===== src/rtl/ysyx_22040210_wb_stage_pkg.sv =====
// ----------------------------------------------------------------------------
// ysyx_22040210_wb_stage_pkg
// Shared definitions for the writeback stage and the load extender:
//   - RegBUS / RegAddrBus / ZeroWord legacy macros used across the core
//   - load-size encodings (LD_B/LD_H/LD_W/LD_D)
//   - writeback FSM state encodings (IDLE/WAIT_LD)
//   - ld_fmt_t: the load-format fields captured while a load is pending
// ----------------------------------------------------------------------------
`ifndef YSYX_22040210_WB_STAGE_DEFS
`define YSYX_22040210_WB_STAGE_DEFS
`define RegBUS     63:0
`define RegAddrBus 4:0
`define ZeroWord   64'h0
`endif

package ysyx_22040210_wb_stage_pkg;

  typedef enum logic [1:0] {
    LD_B = 2'd0,
    LD_H = 2'd1,
    LD_W = 2'd2,
    LD_D = 2'd3
  } ld_size_e;

  typedef enum logic {
    IDLE    = 1'b0,
    WAIT_LD = 1'b1
  } wb_state_e;

  typedef struct packed {
    ld_size_e   size;
    logic       uns;
    logic [2:0] off;
  } ld_fmt_t;

endpackage


===== src/rtl/ysyx_22040210_wb_stage_if.sv =====
// ----------------------------------------------------------------------------
// ysyx_22040210_wb_stage_if
// MEM -> WB retire handshake bundle.
//   master : MEM stage (drives valid and instruction fields, sees ready)
//   slave  : WB stage  (drives ready)
// Signals: mem_valid_i, mem_ready_o, mem_rd_i, mem_rd_we_i, mem_res_i,
//          mem_is_load_i, mem_ld_size_i, mem_ld_uns_i, mem_addr_off_i, mem_pc_i
// ----------------------------------------------------------------------------
interface ysyx_22040210_wb_stage_if #(
  parameter int XLEN   = 64,
  parameter int ADDR_W = 5
);
  logic              mem_valid_i;
  logic              mem_ready_o;
  logic [ADDR_W-1:0] mem_rd_i;
  logic              mem_rd_we_i;
  logic [XLEN-1:0]   mem_res_i;
  logic              mem_is_load_i;
  logic [1:0]        mem_ld_size_i;
  logic              mem_ld_uns_i;
  logic [2:0]        mem_addr_off_i;
  logic [XLEN-1:0]   mem_pc_i;

  modport master (
    output mem_valid_i, mem_rd_i, mem_rd_we_i, mem_res_i, mem_is_load_i,
           mem_ld_size_i, mem_ld_uns_i, mem_addr_off_i, mem_pc_i,
    input  mem_ready_o
  );

  modport slave (
    input  mem_valid_i, mem_rd_i, mem_rd_we_i, mem_res_i, mem_is_load_i,
           mem_ld_size_i, mem_ld_uns_i, mem_addr_off_i, mem_pc_i,
    output mem_ready_o
  );
endinterface


===== src/rtl/ysyx_22040210_wb_stage_ld_ext.sv =====
// ----------------------------------------------------------------------------
// ysyx_22040210_ld_ext
// Combinational load aligner / extender, shared with the LSU.
//   raw  : raw doubleword returned by data memory
//   off  : byte offset of the load within the doubleword
//   size : LD_B / LD_H / LD_W / LD_D
//   uns  : 1 = zero-extend, 0 = sign-extend (ignored for LD_D)
//   ext  : aligned, extended result
// A misaligned access simply shifts in zeros from the top; no trap here.
// ----------------------------------------------------------------------------
module ysyx_22040210_ld_ext
  import ysyx_22040210_wb_stage_pkg::*;
#(
  parameter int XLEN = 64
) (
  input  logic [XLEN-1:0] raw,
  input  logic [2:0]      off,
  input  ld_size_e        size,
  input  logic            uns,
  output logic [XLEN-1:0] ext
);

  logic [XLEN-1:0] shifted;

  always_comb begin
    shifted = raw >> {off, 3'b000};
    case (size)
      LD_B:    ext = {{(XLEN-8){~uns & shifted[7]}},   shifted[7:0]};
      LD_H:    ext = {{(XLEN-16){~uns & shifted[15]}}, shifted[15:0]};
      LD_W:    ext = {{(XLEN-32){~uns & shifted[31]}}, shifted[31:0]};
      default: ext = shifted;
    endcase
  end

endmodule


===== src/rtl/ysyx_22040210_wb_stage.sv =====
// ----------------------------------------------------------------------------
// ysyx_22040210_wb_stage
// Writeback stage; sole driver of the GPR write port. ALU results retire one
// cycle after accept; loads park in WAIT_LD until the dmem response, then the
// data is aligned/extended and retired. All outputs are registered.
//
// Ports:
//   clk, rst            clock (rising edge), async active-low reset
//   mem                 MEM->WB handshake bundle (slave side)
//   dmem_rvalid_i/rdata load response (single-cycle pulse + raw doubleword)
//   rf_we_o/waddr/wdata regfile write port, one-cycle pulse per retire
//   commit_o            one-cycle retire pulse
//   ld_timeout_o        sticky: a load waited LD_TIMEOUT cycles with no data
//   commit_pc_o         PC of the retiring instruction
//                       (only with YSYX_22040210_WB_TRACE_EN defined)
//
// state   | meaning
// --------+----------------------------------------------------------
// IDLE    | ready for a new instruction; ALU ops retire next cycle
// WAIT_LD | load accepted, waiting for dmem_rvalid_i or timeout
// ----------------------------------------------------------------------------
module ysyx_22040210_wb_stage
  import ysyx_22040210_wb_stage_pkg::*;
#(
  parameter int XLEN       = 64,
  parameter int ADDR_W     = 5,
  parameter int LD_TIMEOUT = 255
) (
  input  logic                  clk,
  input  logic                  rst,
  ysyx_22040210_wb_stage_if.slave mem,
  input  logic                  dmem_rvalid_i,
  input  logic [XLEN-1:0]       dmem_rdata_i,
  output logic                  rf_we_o,
  output logic [ADDR_W-1:0]     rf_waddr_o,
  output logic [XLEN-1:0]       rf_wdata_o,
  output logic                  commit_o,
  output logic                  ld_timeout_o
`ifdef YSYX_22040210_WB_TRACE_EN
  ,
  output logic [XLEN-1:0]       commit_pc_o
`endif
);

  // 9-bit compare so the 8-bit counter can reach 255 without wrapping
  localparam logic [8:0] TIMEOUT_LIM = LD_TIMEOUT[8:0];

  wb_state_e         state, state_nxt;
  logic [7:0]        cnt, cnt_nxt;
  logic [8:0]        cnt_inc;
  logic              timeout_hit;

  logic [ADDR_W-1:0] ld_rd;
  logic              ld_rd_we;
  ld_fmt_t           ld_fmt;
  logic [XLEN-1:0]   ld_data;

  logic              ready;
  logic              accept;
  logic              retire;
  logic              we_nxt;
  logic [ADDR_W-1:0] waddr_nxt;
  logic [XLEN-1:0]   wdata_nxt;

  assign ready           = (state == IDLE);
  assign mem.mem_ready_o = ready;
  assign accept          = mem.mem_valid_i && ready;
  assign cnt_inc         = {1'b0, cnt} + 9'd1;

  ysyx_22040210_ld_ext #(.XLEN(XLEN)) u_ld_ext (
    .raw  (dmem_rdata_i),
    .off  (ld_fmt.off),
    .size (ld_fmt.size),
    .uns  (ld_fmt.uns),
    .ext  (ld_data)
  );

  // State register
  always_ff @(posedge clk or negedge rst) begin
    if (!rst) begin
      state <= IDLE;
      cnt   <= '0;
    end else begin
      state <= state_nxt;
      cnt   <= cnt_nxt;
    end
  end

  // Next-state logic; a response arriving on the last wait cycle still wins
  always_comb begin
    state_nxt   = state;
    cnt_nxt     = cnt;
    timeout_hit = 1'b0;
    case (state)
      IDLE: begin
        if (accept && mem.mem_is_load_i) begin
          state_nxt = WAIT_LD;
          cnt_nxt   = '0;
        end
      end
      WAIT_LD: begin
        if (dmem_rvalid_i) begin
          state_nxt = IDLE;
        end else begin
          cnt_nxt = cnt_inc[7:0];
          if (cnt_inc >= TIMEOUT_LIM) begin
            state_nxt   = IDLE;
            timeout_hit = 1'b1;
          end
        end
      end
      default: state_nxt = IDLE;
    endcase
  end

  // Output logic (values to be registered); address/data hold between retires
  always_comb begin
    retire    = 1'b0;
    we_nxt    = 1'b0;
    waddr_nxt = rf_waddr_o;
    wdata_nxt = rf_wdata_o;
    case (state)
      IDLE: begin
        if (accept && !mem.mem_is_load_i) begin
          retire    = 1'b1;
          we_nxt    = mem.mem_rd_we_i && (mem.mem_rd_i != '0);
          waddr_nxt = mem.mem_rd_i;
          wdata_nxt = mem.mem_res_i;
        end
      end
      WAIT_LD: begin
        if (dmem_rvalid_i) begin
          retire    = 1'b1;
          we_nxt    = ld_rd_we && (ld_rd != '0);
          waddr_nxt = ld_rd;
          wdata_nxt = ld_data;
        end
      end
      default: ;
    endcase
  end

  // Registered write port and status
  always_ff @(posedge clk or negedge rst) begin
    if (!rst) begin
      rf_we_o      <= 1'b0;
      rf_waddr_o   <= '0;
      rf_wdata_o   <= '0;
      commit_o     <= 1'b0;
      ld_timeout_o <= 1'b0;
    end else begin
      rf_we_o      <= we_nxt;
      rf_waddr_o   <= waddr_nxt;
      rf_wdata_o   <= wdata_nxt;
      commit_o     <= retire;
      ld_timeout_o <= ld_timeout_o | timeout_hit;
    end
  end

  // Pending-load context, captured only on a load accept
  always_ff @(posedge clk or negedge rst) begin
    if (!rst) begin
      ld_rd    <= '0;
      ld_rd_we <= 1'b0;
      ld_fmt   <= '0;
    end else if (accept && mem.mem_is_load_i) begin
      ld_rd       <= mem.mem_rd_i;
      ld_rd_we    <= mem.mem_rd_we_i;
      ld_fmt.size <= ld_size_e'(mem.mem_ld_size_i);
      ld_fmt.uns  <= mem.mem_ld_uns_i;
      ld_fmt.off  <= mem.mem_addr_off_i;
    end
  end

`ifdef YSYX_22040210_WB_TRACE_EN
  logic [XLEN-1:0] ld_pc;

  always_ff @(posedge clk or negedge rst) begin
    if (!rst) begin
      ld_pc       <= '0;
      commit_pc_o <= '0;
    end else begin
      if (accept && mem.mem_is_load_i)
        ld_pc <= mem.mem_pc_i;
      if (retire)
        commit_pc_o <= (state == WAIT_LD) ? ld_pc : mem.mem_pc_i;
    end
  end
`else
  logic unused_pc;
  assign unused_pc = ^mem.mem_pc_i;
`endif

endmodule


===== src/flat_wrapper.sv =====
// flat-port wrapper written by rule: the top's interface ports become plain ports
module ysyx_22040210_wb_stage_flat import ysyx_22040210_wb_stage_pkg::*;
#(
  parameter int XLEN       = 64,
  parameter int ADDR_W     = 5,
  parameter int LD_TIMEOUT = 255
)
  (clk, rst, dmem_rvalid_i, dmem_rdata_i, rf_we_o, rf_waddr_o, rf_wdata_o, commit_o, ld_timeout_o, mem_mem_valid_i, mem_mem_rd_i, mem_mem_rd_we_i, mem_mem_res_i, mem_mem_is_load_i, mem_mem_ld_size_i, mem_mem_ld_uns_i, mem_mem_addr_off_i, mem_mem_pc_i, mem_mem_ready_o);
  ysyx_22040210_wb_stage_if #(.XLEN(XLEN), .ADDR_W(ADDR_W)) mem_i ();
  input  logic clk;
  input  logic rst;
  input  logic dmem_rvalid_i;
  input  logic [XLEN-1:0] dmem_rdata_i;
  output logic rf_we_o;
  output logic [ADDR_W-1:0] rf_waddr_o;
  output logic [XLEN-1:0] rf_wdata_o;
  output logic commit_o;
  output logic ld_timeout_o;
  input wire logic [$bits(mem_i.mem_valid_i)-1:0] mem_mem_valid_i;
  input wire logic [$bits(mem_i.mem_rd_i)-1:0] mem_mem_rd_i;
  input wire logic [$bits(mem_i.mem_rd_we_i)-1:0] mem_mem_rd_we_i;
  input wire logic [$bits(mem_i.mem_res_i)-1:0] mem_mem_res_i;
  input wire logic [$bits(mem_i.mem_is_load_i)-1:0] mem_mem_is_load_i;
  input wire logic [$bits(mem_i.mem_ld_size_i)-1:0] mem_mem_ld_size_i;
  input wire logic [$bits(mem_i.mem_ld_uns_i)-1:0] mem_mem_ld_uns_i;
  input wire logic [$bits(mem_i.mem_addr_off_i)-1:0] mem_mem_addr_off_i;
  input wire logic [$bits(mem_i.mem_pc_i)-1:0] mem_mem_pc_i;
  output wire logic [$bits(mem_i.mem_ready_o)-1:0] mem_mem_ready_o;
  assign mem_i.mem_valid_i = mem_mem_valid_i;
  assign mem_i.mem_rd_i = mem_mem_rd_i;
  assign mem_i.mem_rd_we_i = mem_mem_rd_we_i;
  assign mem_i.mem_res_i = mem_mem_res_i;
  assign mem_i.mem_is_load_i = mem_mem_is_load_i;
  assign mem_i.mem_ld_size_i = mem_mem_ld_size_i;
  assign mem_i.mem_ld_uns_i = mem_mem_ld_uns_i;
  assign mem_i.mem_addr_off_i = mem_mem_addr_off_i;
  assign mem_i.mem_pc_i = mem_mem_pc_i;
  assign mem_mem_ready_o = mem_i.mem_ready_o;
  ysyx_22040210_wb_stage #(.XLEN(XLEN), .ADDR_W(ADDR_W), .LD_TIMEOUT(LD_TIMEOUT)) u_core (.clk(clk), .rst(rst), .mem(mem_i), .dmem_rvalid_i(dmem_rvalid_i), .dmem_rdata_i(dmem_rdata_i), .rf_we_o(rf_we_o), .rf_waddr_o(rf_waddr_o), .rf_wdata_o(rf_wdata_o), .commit_o(commit_o), .ld_timeout_o(ld_timeout_o));
endmodule

===== config.mk =====
export PLATFORM = sky130hd
export DESIGN_NAME = ysyx_22040210_wb_stage_flat
export DESIGN_NICKNAME = d
export VERILOG_FILES = /design/src/rtl/ysyx_22040210_wb_stage_pkg.sv /design/src/rtl/ysyx_22040210_wb_stage_if.sv /design/src/rtl/ysyx_22040210_wb_stage_ld_ext.sv /design/src/rtl/ysyx_22040210_wb_stage.sv /design/src/flat_wrapper.sv
export SDC_FILE = /design/constraint.sdc
export NUM_CORES = 1
export LEC_CHECK = 0
export BUFFER_PORTS_ARGS = -buffer_cell sky130_fd_sc_hd__buf_2
export CORE_MARGIN = 10
export CORE_UTILIZATION = 48
export CTS_CLUSTER_SIZE = 10
export DETAILED_ROUTE_END_ITERATION = 10
export PLACE_DENSITY = 0.79
export SETUP_SLACK_MARGIN = 0.05
export SYNTH_ARGS = -nofsm -noshare
export SYNTH_HDL_FRONTEND = slang
export SYNTH_SLANG_ARGS = --single-unit

===== constraint.sdc =====
create_clock -name clk -period 2.84 [get_ports clk]
set_input_delay 0.426 -clock clk [delete_from_list [all_inputs] [get_ports clk]]
set_output_delay 0.426 -clock clk [all_outputs]
set_load 0.05 [all_outputs]

==> results.toml, run 1 <==
[job]
maxCapViolations = 0

[synth]
synthCells = 616
synth.distinct_cells = 51
syn-num-nets = 827
ys.flop_type = "dfrtp_1"
yosysWarnings = 0
synthTopCellsByArea = "dfrtp_1 (38%), mux2i_1 (9.1%), mux4_2 (8.5%)"
synth_most_common_cell = "dfrtp_1"
yosys.area.top_type = "dfrtp_1"
synth_edf_count = 0
synth_top_area_share_pct = 38.37
synth-seq-cells = 93
seq_area_frac_synth_pct = 38.37
avgSynthCellArea_um2 = 9.847
yosys-top-cells-count = "dfrtp_1 (93), o21ai_0 (87), nand2_1 (83), mux2i_1 (55), or3_1 (32)"
async_flop_share_pct = 100.0
netlist_area_um2 = 6066

[placement]
hpwl_um = 16230
port_buffers = 217
place_congestion = 0.9534

[sta]
timing.final.crit_share_pct = 88.98
setup_violations = 0
fin_setup_tns_ns = 0
min_period_ns = 2.527
finalMaxSlewViolations = 0
max_freq_mhz = 395.7
fin_skew_ns = 0.004975
max_slew.worst_pin.slew_ns = 0.9362
max_slew_margin_pct = 37.59
rsz0062_at_grt = "false"
hold_violations = 0

[global_routing]
grt_pass1_vias = 5740
grt-ovfl-total = 0
grt_max_degree = 74
grt_first_pass_wirelength_um = 32600
grt_use_total_pct = 23.27
antenna_found_initial = 8

[die]
core_um2 = 12520
die_w_um = 132.4
die-area_um2 = 17530
die_y_um = 132.4
initial_core_util_pct = 48.46
num_io_pins = 282
fp-row-count = 41

[clock_network]
cts_buffer_depth = 2
cts-root-buf = "clkbuf_16"
clk_pin_slew_worst_paths_ns = 0.07
cts_inserted_buffers = 9
cts_hold_buffers = 0
htreeDepth = 3
cts_setup_buffers = 0
cts_tree = "done"
clock-sinks = 93
insertion_delay_ns = 0.36

[pwr]
powerDensity_nw_per_um2 = 817.6
p_leak_nw = 3.417
irDropWorstVdd_v = 0.0003617

[run_status]
status = "completed"

[setup_path]
cp-endpoint = "u_core.rf_wdata_o[63]$_DFFE_PN0P_"
worstPathCellList = "buf_12 > and4bb_2 > a22oi_1 > o21ai_0 > a2111oi_4 > buf_12 > a21oi_1"
cp-startpoint = "u_core.ld_fmt[0]$_DFFE_PN0P_"
cp_common_cell = "buf_12"
cp_max_fo = 49
critPathArrivalTime_ns = 2.76
rr_endpoint = "u_core.rf_wdata_o[63]$_DFFE_PN0P_"
critPathSlowestCell = "dfrtp_2"
rr_worst_depth = 7
crit_family = "compound AO/OA/AOI/OAI gates"
worstSetupStartpointType = "flop"
cp-end-kind = "flop"
worstPathRequired_ns = 3.07
crit_cells = 7
critPathMaxStageDelay_ns = 0.52
r2r-start = "u_core.ld_fmt[0]$_DFFE_PN0P_"
critPathKind = "reg2reg"
ff2ff_setup_slack_ns = 0.31
crit_buf_inv = 2

[layout]
syn_to_final_growth_pct = 26.28
final_core_util_pct = 61.20
drive_gt1_share_pct = 41.90
layout.nets = 1027
nFillCells = 1116

[routing]
drt-initial-drc-count = 571
via_per_inst = 5.821
via_count = 5821
detail_route.first_pass.iterations = 5
wirelength_um = 21070
drc_errors = 0
wire_per_inst_um = 21.07
antenna_left = 0

[hold_path]
hold_class = "in2async"
kinds of logic (layout without fill, tap and decap cells):
group           Yosys count  in the layout  synth area share (%)
compound gates          190            190                 20.73
simple gates            173            173                 13.94
mux                      99             99                 21.51
flops                    93             93                 38.37
buf+inv                  54            259                 4.311
xor+xnor                  5              5                0.7221
fa+ha+maj                 2              2                0.4125
other cells               0              7                     0
layer usage:
layer	track usage [%]	vias up	part of all wire, %
li1	-	2711	-
met2	37.54	301	48
met5	0	-	0.057
met3	7.078	30	9.6
met4	7.090	2	1.8
met1	29.31	2777	40
report_power, final:
part | switching [mW] | internal, mW
clock network | 0.565 | 0.608
logic | 2.20 | 0.989
registers | 0.223 | 1.67
total | 2.99 | 3.27
final cells by class:
cell class	count	area, um2	area share [%]
antenna	7	17.52	0.2287
timing repair buffer	240	1311	17.12
multi-input combinational	469	3490	45.56
inverter	3	11.26	0.1470
clock inverter	7	58.81	0.7677
sequential	93	2331	30.43
tap	172	215.2	2.810
clock buffer	9	225.2	2.940
registers in the layout, summed over array words and instances (netlist names):
name	flops
u_core.state	1
u_core.commit_o	1
u_core.rf_wdata_o	64
u_core.rf_we_o	1
u_core.rf_waddr_o	5
u_core.ld_rd_we	1
u_core.ld_rd	5
u_core.ld_fmt	6
u_core.cnt	8
u_core.ld_timeout_o	1
worst min-delay path by stage:
stage	startpoint	slack, ns	endpoint	depth (start not counted)
after detailed placement	u_core.ld_timeout_o$_DFF_PN0_	0.44	u_core.ld_timeout_o$_DFF_PN0_	1
after floorplan	rst	0.13	u_core.cnt[0]$_DFFE_PN0P_	0
final	rst	0.19	u_core.cnt[2]$_DFFE_PN0P_	1
after CTS	rst	0.24	u_core.cnt[2]$_DFFE_PN0P_	1
after global routing	rst	0.26	u_core.cnt[2]$_DFFE_PN0P_	1
after global placement	u_core.ld_timeout_o$_DFF_PN0_	0.44	u_core.ld_timeout_o$_DFF_PN0_	1
per-stage QoR:
step                power (mW)  instance area, um2  hold slack (ns)  cells  setup WS (ns)
finish                   6.263                7660           0.1940   1000         0.3128
global route             6.585                7655           0.2569    998         0.1442
CTS                      6.276                7641           0.2421    993         0.3283
detailed placement       5.101                7357           0.4432    977         0.3640
global placement         5.051                7357           0.4396    977         0.3824
floorplan                4.239                6066           0.1304    616         0.7110
cells in the final DEF (no fill, tap or decap), types with 3 or more instances in the layout:
| cell | instances |
|---|---|
| o21ai_1 | 21 |
| xnor2_1 | 3 |
| mux4_2 | 23 |
| dfrtp_1 | 90 |
| nand2b_1 | 4 |
| o2bb2ai_1 | 6 |
| a21oi_2 | 30 |
| a2111oi_0 | 5 |
| dfrtp_2 | 3 |
| mux2i_1 | 55 |
| o22ai_1 | 13 |
| o21ai_0 | 87 |
| nor3b_1 | 4 |
| diode_2 | 7 |
| nand2_1 | 83 |
| buf_12 | 4 |
| o21ba_2 | 6 |
| buf_2 | 216 |
| nand3_1 | 6 |
| nor2_1 | 20 |
| and3_1 | 4 |
| buf_4 | 20 |
| nor4_1 | 8 |
| mux2_2 | 21 |
| clkbuf_16 | 9 |
| o32ai_1 | 4 |
| or3_1 | 32 |
| nor3_1 | 4 |
what timing repair did:
item	in CTS	in global routing
endpoints found under the setup margin	0	1
hold endpoints to repair	0	0
gates resized for setup	0	1
No activity file was read; power rests on OpenSTA's default activity.
==> run 2, diff against run 1 <==
--- a/config.mk
+++ b/config.mk
@@ -6,11 +6,13 @@
 export NUM_CORES = 1
 export LEC_CHECK = 0
 export BUFFER_PORTS_ARGS = -buffer_cell sky130_fd_sc_hd__buf_2
+export CELL_PAD_IN_SITES_DETAIL_PLACEMENT = 2
+export CELL_PAD_IN_SITES_GLOBAL_PLACEMENT = 2
 export CORE_MARGIN = 10
-export CORE_UTILIZATION = 48
+export CORE_UTILIZATION = 27
 export CTS_CLUSTER_SIZE = 10
 export DETAILED_ROUTE_END_ITERATION = 10
-export PLACE_DENSITY = 0.79
+export PLACE_DENSITY = 0.77
 export SETUP_SLACK_MARGIN = 0.05
 export SYNTH_ARGS = -nofsm -noshare
 export SYNTH_HDL_FRONTEND = slang
==> run 2 against run 1 <==
  * Flip-flop and latch count unchanged
  * Highest routed layer unchanged
  * Via count up 2.1%
  * Design area up 2.3%
  * Hold slack worse by 0.080 ns
  * Register-to-register slack better by 0.04 ns
  * Largest cell class unchanged
  * Routed wire length up 30%
==> results.toml, run 2 (synthesized netlist as in run 1, its figures left out) <==
[run_status]
status = "completed"

[clock_network]
cts-root-buf = "clkbuf_16"
insertion_delay_ns = 0.36
cts_setup_buffers = 0
htreeDepth = 3
cts_hold_buffers = 0
cts_inserted_buffers = 9
clk_pin_slew_worst_paths_ns = 0.08
cts_tree = "done"
cts_buffer_depth = 2
clock-sinks = 93

[sta]
timing.final.crit_share_pct = 87.43
whs_ns = 0.1140
rsz0062_at_grt = "false"
max_slew.worst_pin.slew_ns = 0.9654
max_slew_margin_pct = 35.40
finalMaxSlewViolations = 0
fin_setup_tns_ns = 0
min_period_ns = 2.483
setup_violations = 0
fin_skew_ns = 0.01061
hold_violations = 0
max_freq_mhz = 402.7

[layout]
final_cell_mix = "buf_2 (216), dfrtp_1 (90), o21ai_0 (87), nand2_1 (83), mux2i_1 (55)"
largest_reg_flops = 64
layout_commonest_cell = "buf_2"
layout.nets = 1033
syn_to_final_growth_pct = 29.21
drive_gt1_share_pct = 42.20
reg.largest.list = "u_core.rf_wdata_o x64, u_core.cnt x8, u_core.ld_fmt x6"
top_register = "u_core.rf_wdata_o"

[die]
die-area_um2 = 28860
core_um2 = 21960
num_io_pins = 282
initial_core_util_pct = 27.62
fp-row-count = 54
die_w_um = 169.9
die_y_um = 169.9

[routing]
drc_errors = 0
antenna_left = 0
wire_per_inst_um = 24.51
via_per_inst = 5.310
drt-initial-drc-count = 422
detail_route.first_pass.iterations = 4
via_count = 5942
wirelength_um = 27430

[pwr]
pwr-share-comb_pct = 51.7
swShare_pct = 48.64
seq_power_share_pct = 29.9
p_leak_nw = 3.440
powerDensity_nw_per_um2 = 819.4
p_int_mw = 3.298
irDropWorstVdd_v = 0.0003344
p_clk_share_pct = 18.5
switchingPower_mw = 3.124

[setup_path]
worstSetupStartpointType = "flop"
cp_max_fo = 32
cp-end-kind = "flop"
worstPathRequired_ns = 3.07
critPathKind = "reg2reg"
critPathArrivalTime_ns = 2.71

[global_routing]
grt_pass1_vias = 6435
grt-ovfl-total = 0
busiest_layer = "met2"
use_met2_pct = 29.86
use_met3_pct = 4.211
grt_use_total_pct = 18.55
antenna_found_initial = 10
grtUsageMet1_pct = 23.66
grt_max_degree = 86
grt_first_pass_wirelength_um = 41060

[placement]
place_congestion = 0.8649
port_buffers = 217
hpwl_um = 21230

[job]
maxCapViolations = 0

[hold_path]
hold_class = "in2async"
## run 2: changes by cell type in the layout (fill, tap and decap cells not counted), sizes merged
cell and change:
inv -2, diode +5, buf +6, clkbuf +2
## run 2: critical path, stage by stage, from the launching register on
cell	delay [ns]
dfrtp_1	0.61
and4bb_2	0.34
a22oi_1	0.20
o21ai_0	0.26
a2111oi_4	0.54
buf_12	0.29
a21oi_1	0.11
## run 2: worst paths after layout
kind,cells after the start,startpoint,slack (ns),end
worst min-delay path,1,rst,0.11,u_core.rf_wdata_o[9]$_DFFE_PN0P_
worst min register to register,1,u_core.ld_timeout_o$_DFF_PN0_,0.46,u_core.ld_timeout_o$_DFF_PN0_
max in group asynchronous,2,rst,1.92,u_core.rf_wdata_o[62]$_DFFE_PN0P_
min in group clk,2,mem_mem_ld_uns_i,0.31,u_core.ld_fmt[3]$_DFFE_PN0P_
worst max-delay path,6,u_core.ld_fmt[1]$_DFFE_PN0P_,0.36,u_core.rf_wdata_o[62]$_DFFE_PN0P_
worst max register to register,6,u_core.ld_fmt[1]$_DFFE_PN0P_,0.36,u_core.rf_wdata_o[62]$_DFFE_PN0P_
## run 2: final cells by class
type                            instances  area, um2
Antenna cell                           12      30.03
Multi-Input combinational cell        469       3490
Sequential cell                        93       2331
Inverter                                3      11.26
Timing Repair Buffer                  246       1348
Clock inverter                          5      35.03
Clock buffer                           11      242.7
Tap cell                              280      350.3
Fill cell                            2490      14120
## run 2: power groups by stage
stage / logic (mW) / clock network (mW) / registers (mW)
floorplan: 1.29 / 0 / 2.95
global placement: 3.26 / 0 / 1.91
detailed placement: 3.33 / 0 / 1.94
CTS: 3.33 / 1.23 / 1.92
global route: 3.54 / 1.27 / 1.98
finish: 3.32 / 1.18 / 1.92
## run 2: what timing repair did
action,4_1_cts,5_1_grt
resized for setup,0,2
endpoints found under the hold margin,0,0
endpoints found under the setup margin,0,3
## run 2: stage by stage
stage	cells	instance area [um2]	util (%)	power (mW)	setup WS, ns
global placement	1091	7525	34.27	5.174	0.2346
CTS	1107	7802	35.53	6.481	0.1673
detailed placement	1091	7525	34.27	5.272	0.1787
finish	1119	7838	35.69	6.422	0.3571
global route	1116	7830	35.66	6.787	0.1263
floorplan	616	6066	-	4.239	0.7110
## run 2: layer usage
| metal | vias to the layer above | part of all wire, % | wire (um) |
|---|---|---|---|
| met5 | - | 0.047 | 13 |
| met4 | 2 | 1.9 | 510 |
| met3 | 27 | 6.8 | 1878 |
| met2 | 192 | 49 | 13410 |
| met1 | 3001 | 42 | 11620 |
| li1 | 2720 | - | - |
==> run 3, diff against run 2 <==
==> constraint.sdc (replaced) <==
create_clock -name clk -period 2.39 [get_ports clk]
set_input_delay 0.3585 -clock clk [delete_from_list [all_inputs] [get_ports clk]]
set_output_delay 0.3585 -clock clk [all_outputs]
set_load 0.05 [all_outputs]
==> run 3 against run 2 <==
  * The run now ends with setup timing left
  * Final cell count grew 2.2%
  * Die area unchanged
  * Sequential power grew 18%
  * Clock power increased by 26%
  * Via count up 3.5%
  * Largest power group unchanged
  * Highest routed layer unchanged
==> results.toml, run 3 (synthesized netlist as in run 1, its figures left out) <==
[placement]
placed_area_um2 = 7665
place_ws_ns = -0.09934
port_buffers = 217
place_congestion = 0.8967
hpwl_um = 21550

[routing]
wire_per_inst_um = 25.88
drc_errors = 0
highest_layer = "met5"
wirelength_um = 29600
wl_met3_um = 1898
via_per_inst = 5.374
drt-initial-drc-count = 383
met2_length_um = 14900
antenna_left = 0
detail_route.first_pass.iterations = 4
via_count = 6148
wl_met1_um = 12100

[layout]
final_area_um2 = 8363
top_register = "u_core.rf_wdata_o"
final_core_util_pct = 38.09
drive_gt1_share_pct = 46.36
nFillCells = 2422
layout.nets = 1058
final_cell_mix = "buf_2 (217), dfrtp_1 (90), o21ai_0 (84), nand2_1 (83), mux2i_1 (53)"
layout_commonest_cell = "buf_2"
syn_to_final_growth_pct = 37.87
reg.largest.list = "u_core.rf_wdata_o x64, u_core.cnt x8, u_core.ld_fmt x6"
largest_reg_flops = 64

[global_routing]
grt_first_pass_wirelength_um = 41540
antenna_found_initial = 12
grt_pass1_vias = 6622
grt_use_total_pct = 18.83
grt_max_degree = 49
grt-ovfl-total = 0

[pwr]
p_int_mw = 4.133
swShare_pct = 48.92
powerDensity_nw_per_um2 = 967.5
seq_power_share_pct = 28.1
p_leak_nw = 3.661
p_clk_share_pct = 18.4
irDropWorstVdd_v = 0.0003982
power.total_mw = 8.091
switchingPower_mw = 3.958
pwr-share-comb_pct = 53.6

[clock_network]
clock-sinks = 93
htreeDepth = 3
cts_inserted_buffers = 9
cts-root-buf = "clkbuf_16"
cts_tree = "done"
cts_buffer_depth = 2
clk_pin_slew_worst_paths_ns = 0.08
insertion_delay_ns = 0.36

[die]
die_w_um = 169.9
num_io_pins = 282
die-area_um2 = 28860
core_um2 = 21960
fp-row-count = 54
initial_core_util_pct = 27.62
die_y_um = 169.9

[setup_path]
worstPathRequired_ns = 2.63
cp-startpoint = "u_core.ld_fmt[0]$_DFFE_PN0P_"
cp_max_fo = 16
r2r-start = "u_core.ld_fmt[0]$_DFFE_PN0P_"
critPathArrivalTime_ns = 2.65
critPathKind = "reg2reg"
worstSetupStartpointType = "flop"
cp-end-kind = "flop"

[sta]
max_slew_margin_pct = 58.51
setup_violations = 21
fin_setup_tns_ns = -0.2542
fin_skew_ns = 0.009894
max_freq_mhz = 415.0
fin_ws_ns = -0.01980
timing.final.crit_share_pct = 100.8
finalMaxSlewViolations = 0
max_slew.worst_pin.slew_ns = 0.6223
hold_violations = 0
min_period_ns = 2.410
rsz0062_at_grt = "true"

[run_status]
status = "finished with violations"
violations = "setup timing"

[hold_path]
hold_class = "in2async"

[job]
maxCapViolations = 0
==> run 3: cell types whose count changed in the layout (fill, tap and decap cells not counted), moves of 5 or more <==
cell | previous run | this run
buf_6 | 1 | 6
a2111oi_2 | 0 | 5
buf_4 | 26 | 35
a2111oi_0 | 5 | 0
o21ai_2 | 0 | 7
a21oi_4 | 1 | 7
==> run 3: critical path: stages, from the launching register on <==
cell and delay, ns:
dfrtp_2 0.41, buf_2 0.16, buf_4 0.15, and4bb_2 0.33, a22oi_1 0.28, o21ai_2 0.15
a2111oi_4 0.33, buf_6 0.19, buf_8 0.21, a21oi_2 0.07
==> run 3: metal layers <==
| layer | vias to the layer above | track usage [%] |
|---|---|---|
| met5 | - | 0 |
| met4 | 4 | 7.516 |
| met3 | 39 | 4.466 |
| met2 | 207 | 31.75 |
| met1 | 3131 | 22.67 |
| li1 | 2767 | - |
==> run 3: cell type report <==
type	instances	area [um2]	area share, %
antenna	12	30.03	0.3591
clock buffer	9	225.2	2.693
clock inverter	7	68.82	0.8229
inverter	3	11.26	0.1346
multi-input combinational	469	3652	43.67
sequential	93	2331	27.87
tap	280	350.3	4.189
timing repair buffer	271	1694	20.26
==> run 3: path summary, 6_finish.rpt <==
kind	to	slack, ns	cells past startpoint
min reg2reg	u_core.ld_timeout_o$_DFF_PN0_	0.46	1
max	u_core.rf_wdata_o[48]$_DFFE_PN0P_	-0.02	9
max in group asynchronous	u_core.ld_fmt[2]$_DFFE_PN0P_	1.67	2
min	u_core.rf_wdata_o[11]$_DFFE_PN0P_	0.001	1
max reg2reg	u_core.rf_wdata_o[48]$_DFFE_PN0P_	-0.02	9
min in group clk	u_core.ld_fmt[4]$_DFFE_PN0P_	0.22	2
==> run 3: per-stage QoR <==
stage | hold WS (ns) | std cells
after detailed placement | 0.4173 | 1103
after global placement | 0.4125 | 1103
final | 0.001356 | 1144
after CTS | 0.01575 | 1123
after global routing | 0.03957 | 1140
after floorplan | 0.06291 | 616
==> run 3: repair_timing <==
| action | in CTS | in global routing |
|---|---|---|
| gates cloned | 0 | 5 |
| buffers inserted | 4 | 10 |
| hold endpoints to repair | 0 | 0 |
| pin swaps | 0 | 10 |
| gates resized for setup | 8 | 40 |
| hold buffers | 0 | 0 |
| endpoints found under the setup margin | 36 | 46 |
==> run 3: power by group through the flow <==
stage	combinational (mW)	sequential, mW	clock (mW)
CTS	4.11	2.26	1.54
global placement	3.96	2.27	0
finish	4.34	2.27	1.49
detailed placement	4.05	2.31	0
global route	4.58	2.33	1.60
floorplan	1.53	3.51	0
